## config.mk

```make
export PLATFORM = sky130hd
export DESIGN_NAME = bcd_to_binary
export DESIGN_NICKNAME = d
export VERILOG_FILES = /design/src/rtl/bcd_to_binary.sv
export SDC_FILE = /design/constraint.sdc
export NUM_CORES = 1
export LEC_CHECK = 0
export ABC_CLOCK_PERIOD_IN_PS = 1800
export CORE_ASPECT_RATIO = 0.7
export CORE_MARGIN = 2
export CORE_UTILIZATION = 49
export CTS_CLUSTER_DIAMETER = 60
export CTS_CLUSTER_SIZE = 14
export DETAILED_ROUTE_END_ITERATION = 10
export MAX_ROUTING_LAYER = met4
export PLACE_DENSITY = 0.75
export SETUP_SLACK_MARGIN = 0.2
export SYNTH_ARGS = -nofsm -noshare
export SYNTH_HDL_FRONTEND = slang
export SYNTH_SLANG_ARGS = --single-unit
```

## constraint.sdc

```tcl
create_clock -name clk -period 1.8 [get_ports clk]
set_input_delay 0.18 -clock clk [delete_from_list [all_inputs] [get_ports clk]]
set_output_delay 0.18 -clock clk [all_outputs]
set_load 0.01 [all_outputs]
```

## src/rtl/bcd_to_binary.sv

```systemverilog
// bcd_to_binary: iterative reverse double-dabble of Hundreds/Tens/Ones BCD into 7-bit binary; start/busy/valid handshake, error flags bad input, dash/blank map to 7'h7F/7'h7E
module bcd_to_binary #(
  parameter int WIDTH = 7,
  parameter int ITER = 7
) (
  input  logic             clk,
  input  logic             rst,
  input  logic             start,
  input  logic [3:0]       Hundreds,
  input  logic [3:0]       Tens,
  input  logic [3:0]       Ones,
  output logic [WIDTH-1:0] binary,
  output logic             error,
  output logic             busy,
  output logic             valid
);
  localparam logic [1:0] IDLE = 2'd0, CHECK = 2'd1, SHIFT = 2'd2, DONE = 2'd3;
  logic [1:0] state;
  logic [11:0] dig, nxt_dig;
  logic [WIDTH-1:0] res, nxt_res;
  logic [11+WIDTH:0] sh;
  logic [2:0] cnt;
  logic err_f, dash, blank, bad;
  function automatic logic [3:0] adj(input logic [3:0] d);
    return d >= 4'd8 ? d - 4'd3 : d;
  endfunction
  always_comb begin
    sh = {dig, res} >> 1;
    nxt_res = sh[WIDTH-1:0];
    nxt_dig = {adj(sh[WIDTH+11 -: 4]), adj(sh[WIDTH+7 -: 4]), adj(sh[WIDTH+3 -: 4])};
    dash = dig == 12'haaa;
    blank = dig == 12'hbbb;
    bad = dig[11:8] > 4'd1 || dig[7:4] > 4'd9 || dig[3:0] > 4'd9 ||
          (dig[11:8] == 4'd1 && dig[7:0] > 8'h25);
  end
  always_ff @(posedge clk) begin
    if (rst) begin
      state <= IDLE;
      binary <= '0;
      error <= 1'b0;
      busy <= 1'b0;
      valid <= 1'b0;
      dig <= '0;
      res <= '0;
      err_f <= 1'b0;
      cnt <= '0;
    end else begin
      valid <= 1'b0;
      case (state)
        IDLE: if (start) begin
          dig <= {Hundreds, Tens, Ones};
          res <= '0;
          err_f <= 1'b0;
          busy <= 1'b1;
          state <= CHECK;
        end
        CHECK: begin
          if (dash || blank || bad) begin
            res <= dash ? WIDTH'(7'h7f) : blank ? WIDTH'(7'h7e) : '0;
            err_f <= !(dash || blank);
            state <= DONE;
          end else begin
            cnt <= '0;
            state <= SHIFT;
          end
        end
        SHIFT: begin
          dig <= nxt_dig;
          res <= nxt_res;
          cnt <= cnt + 3'd1;
          if (cnt == 3'(ITER - 1)) begin
            state <= DONE;
            assert (nxt_dig == 12'd0);
          end
        end
        default: begin
          binary <= res;
          error <= err_f;
          valid <= 1'b1;
          busy <= 1'b0;
          state <= IDLE;
        end
      endcase
    end
  end
endmodule

```

* Yosys cells after proc, flatten, opt, wreduce, memory -nomap -nowiden
Cells that the tools add are included.
** Operators by class
- Reductions and logical operators :: 20
- Muxes and demuxes :: 22
- Magnitude comparators :: 7
- Add/subtract/negate cells :: 4
- Eq/ne operators :: 10
- Bitwise operators :: 1
** Operators with widths (count)
- 7-bit 2-to-1 mux :: 4
- 12-bit equality test (second input constant) :: 2
- 12-bit one-hot mux with 2 select lines :: 1
- 7-bit one-hot mux with 3 select lines :: 1
- 12-bit 2-to-1 mux :: 1
- 4-bit 2-to-1 mux :: 3
- 4-bit greater-or-equal comparator (second input constant) :: 2
- 4-bit > comparator (second input constant) :: 2
- 8-bit by 6-bit > comparator with 1-bit output (second input constant) :: 1
- 2-bit != test (second input constant) :: 4
- 2-bit AND reduction :: 4
- 4-bit by 2-bit subtractor with 4-bit output (second input constant) :: 2
- 2-bit one-hot mux with 3 select lines :: 1
- 3-bit one-hot mux with 2 select lines :: 1
- 3-bit AND reduction :: 2
- 2-bit nonzero test :: 3
- 1-bit logical OR :: 5
- 1-bit 2-to-1 mux :: 5
- 4-bit by 1-bit equality test with 1-bit output (second input constant) :: 1
- 3-bit by 4-bit greater-or-equal comparator with 1-bit output (second input constant) :: 1
- 4-bit by 1-bit > comparator with 1-bit output (second input constant) :: 1
- 2-bit 2-to-1 mux :: 2
- 1-bit one-hot mux with 2 select lines :: 2
- 3-bit by 2-bit subtractor with 4-bit output (second input constant) :: 1
- 12 further kinds :: 12
** Storage, ports and cells
- Word-level logic and storage cells :: 73
- Input bits :: 15
- Flip-flop bits (word level) :: 35

* Longest topological paths before layout
- Word-level depth :: 7
- Mapped depth :: 8
- Mapped depth without buffers :: 6

* Worst setup path after synthesis
OpenSTA, ideal clock, no wires.
- Kind :: register -> register
- Start point :: reg state[1]
- End point :: reg res[0]
- Stages on the path, launching flop included :: 7
- Clock period less this slack :: 1.870 ns
- Arrival :: 1.798 ns
- Library setup time :: 0.072 ns
- Path slack :: -0.070 ns
- Data required time :: 1.728 ns
- Cell sequence :: dfxtp_1 -> inv_1 -> ha_1 -> or4b_1 -> or4_1 -> a211o_1 -> mux2i_1
** Between the ends
- Word-level cells in the longest chain between the ends :: 3
- Elaborated cells on any way between the ends :: 8
- Those cells by class :: eq/ne: 4; mux: 1; reduce/logical: 3
** RTL lines
- start: declaration :: line 18 : logic [1:0] state;
- start signal: assignment :: line 38 : state <= IDLE;
- start signal: assignment :: line 55 : state <= CHECK;
- start signal: assignment :: line 61 : state <= DONE;
- 2-bit by 1-bit equality test with 1-bit output (tied with other cells) :: line 49 : case (state)
- 2-bit != test (no line) / 3-bit nonzero test (equally long branches)
- 3-bit AND reduction (no line)
- end signal: assignment :: line 59 : res <= dash ? WIDTH'(7'h7f) : blank ? WIDTH'(7'h7e) : '0;
- end signal: assignment :: line 69 : res <= nxt_res;
- end: declaration :: line 20 : logic [WIDTH-1:0] res, nxt_res;
Parallel ways exist; a longest one is shown, timed or not.
A chain may end at the register's enable or synchronous reset.

* Worst setup path after layout
Same ends and word-level chain as after synthesis.

==> metrics.cfg <==
[setup_path]
slowest_delay_ns = 0.43
cp-start-kind = register
path_max_fanout = 2
arrival_ns = 2.09
worstRegToRegCells = 6
path_depth = 6
cp_top_family = simple AND/OR/NAND/NOR gates
cp-end-kind = register
required_ns = 2.01
crit_type = register to register
slowest_stage = or4b_1
path_cells = inv_2 -> ha_4 -> or4b_1 -> or4_1 -> a211o_1 -> mux2i_1
path_buf_inv = 1

[synthesis]
synth.largest_area_cell = dfxtp_1
yosysTopAreaCellShare = 0.371
synth-seq-cells = 35
async_flop_share = 0
synth_edf_count = 0
ys_types = 37
ys_seq_area_frac = 0.371
yosys_most_used_dff = dfxtp_1
avgSynthCellArea_um2 = 8.55
syn_nets = 246
syn_area_mm2 = 0.00189
synth_cells = 221
synth_warnings = 0
synth_area_leaders = dfxtp_1 37%, mux2i_1 12%, ha_1 6.6%
yosysMostFrequentCell = dfxtp_1
synth_common_cells = 35 x dfxtp_1, 23 x nor2_1, 22 x mux2i_1, 22 x nand2_1, 20 x a21oi_1

[timing]
timing.setup.tns_ns = -0.0800
fmax_ghz = 0.532
slew_headroom = 0.735
hold_viol = 0
rsz0062_at_grt = true
final.setup.worst_slack_ns = -0.0800
period_share = 1.04
layout_min_cycle_time_ns = 1.88
fin_skew_ns = 0.00630
worstMarginPinSlew_ns = 0.397
slew_viol_final = 0
setup_viol_count_final = 1

[drt]
antenna_left = 0
wl_per_cell_um = 13.5
drt_first_pass_iters = 4
avgViaCountPerCell = 5.29
wl_um = 4140
remaining_drc_errors = 0
vias = 1623
drt_iter0_drc = 118

[worst_hold_path]
hold_path.class = register to register
min_delay_path_depth = 2

[finish]
final_area_mm2 = 0.00243
drive_gt1_frac = 0.148
syn2layout_area_growth_pct = 28.7
diodes = 0
final_util = 0.675
nets = 281
final_cell_count_no_fill = 307
final.fill_count = 303

[run_status]
violations = negative setup slack
status = finished with violations

[cts]
cts_tree = yes
numCtsBuffers = 5
cts_root_buf = clkbuf_8
clk_latency_ns = 0.29
clock_sink_count = 35
cts.reportedPaths.clkPinSlew_ns = 0.08
clk_path_buf_depth = 2
htreeDepth = 2

[global_routing]
antenna_found_initial = 0
gr-total-overflow = 0
grt_usage = 0.203
grt_pass1_wl_um = 6800
grt_pass1_vias = 1466
grt_max_degree = 21

[placed_design]
gp_congestion = 0.817
io_buffers = 24
dp.cells = 298
dpl_cell_area_mm2 = 0.00229
dp_hpwl_um = 3040

[pwr]
power_density_mw_per_mm2 = 1360
ir_drop_mv = 0.779
p_leak_nw = 0.912

[run]
drv_cap = 0

[floorplanning]
std_cell_rows = 18
coreArea_mm2 = 0.00360
num_io_pins = 25
die_y_um = 56.0
initial_core_util = 0.524
die_width_um = 78.2
die_area_mm2 = 0.00438

-- per-layer routing --
layer	vias to the layer above	routed length, um	track usage
li1	840	-	-
met2	35	1720	0.289
met3	4	186	0.0536
met1	744	2210	0.286
met5	-	0	-
met4	0	25	0.0526
-- report_power, final --
group          switching (mW)  internal, mW  total, mW
clock                   0.300         0.312      0.613
combinational           0.846         0.748       1.59
sequential              0.161         0.927       1.09
total                    1.31          1.99       3.30
-- path summary, 6_finish.rpt --
| check | startpoint | end | slack [ns] |
|---|---|---|---|
| max | state[1] | res[0] | -0.08 |
| max reg2reg | state[1] | res[0] | -0.08 |
| min | res[3] | res[3] | 0.48 |
| min reg2reg | res[3] | res[3] | 0.48 |
-- metrics by stage --
stage                     worst slack (ns)  hold WS (ns)  total power [mW]
after global placement              0.0548         0.462              2.58
after global routing                -0.139         0.502              3.50
final                              -0.0800         0.478              3.30
after floorplan                     0.0366         0.347              2.13
after CTS                          -0.0647         0.468              3.25
after detailed placement           -0.0234         0.465              2.60
-- layout make-up --
cell class,instances,area [um2],area share
clock buffers,6,82.6,0.0340
clock inverters,2,16.3,0.00669
inverters,13,48.8,0.0201
multi-input cells,160,1130,0.467
flip-flops and latches,35,706,0.290
well taps,50,62.6,0.0257
repair buffers,41,380,0.156
-- timing repair --
item	in CTS	in global routing
hold endpoints to repair	0	0
pin swaps	1	0
hold buffers	0	0
setup endpoints to repair	18	23
setup buffers	1	0
resized for setup	4	4
-- registers in the layout (all words and copies together), names as in the netlist --
register / count
error: 1
cnt: 3
busy: 1
res: 7
valid: 1
state: 2
err_f: 1
binary: 7
dig: 12
-- placed cells by master (no fill, tap or decap), types with 2 or more instances in the layout --
master           instances
o22ai_1                  2
dfxtp_2                  4
o21a_1                   3
nor2_1                  23
o21ai_0                  4
nand2_1                 22
clkbuf_8                 6
a211oi_1                 5
buf_4                   16
a211o_1                  3
nand3_1                  4
xnor2_1                  4
ha_4                     2
clkdlybuf4s50_1         24
nor2b_1                  4
dfxtp_1                 31
a21oi_2                  2
ha_1                     8
o211ai_1                 4
inv_1                   12
and2_1                   6
a21oi_1                 18
mux2i_1                 21
nor3_1                   4
o32ai_1                  3
-- kinds of logic (layout without fill, tap and decap cells) --
| kind of cell | after synthesis | in the layout | share of synthesized area |
|---|---|---|---|
| multiplexers | 22 | 22 | 0.117 |
| AND/OR/NAND/NOR | 72 | 72 | 0.182 |
| flip-flops | 35 | 35 | 0.371 |
| adder cells (fa/ha/maj) | 10 | 10 | 0.0662 |
| XOR/XNOR | 4 | 4 | 0.0185 |
| AO/OA/AOI/OAI | 52 | 52 | 0.189 |
| buffers and inverters | 26 | 62 | 0.0563 |
-- tightest hold or removal path: cells and delay by family, from the launching register on --
| kind | cells | cell delay (ns) |
|---|---|---|
| simple gates | 1 | 0.05 |
| mux | 1 | 0.05 |
| flops | 1 | 0.33 |
No activity file was read; power rests on OpenSTA's default activity.
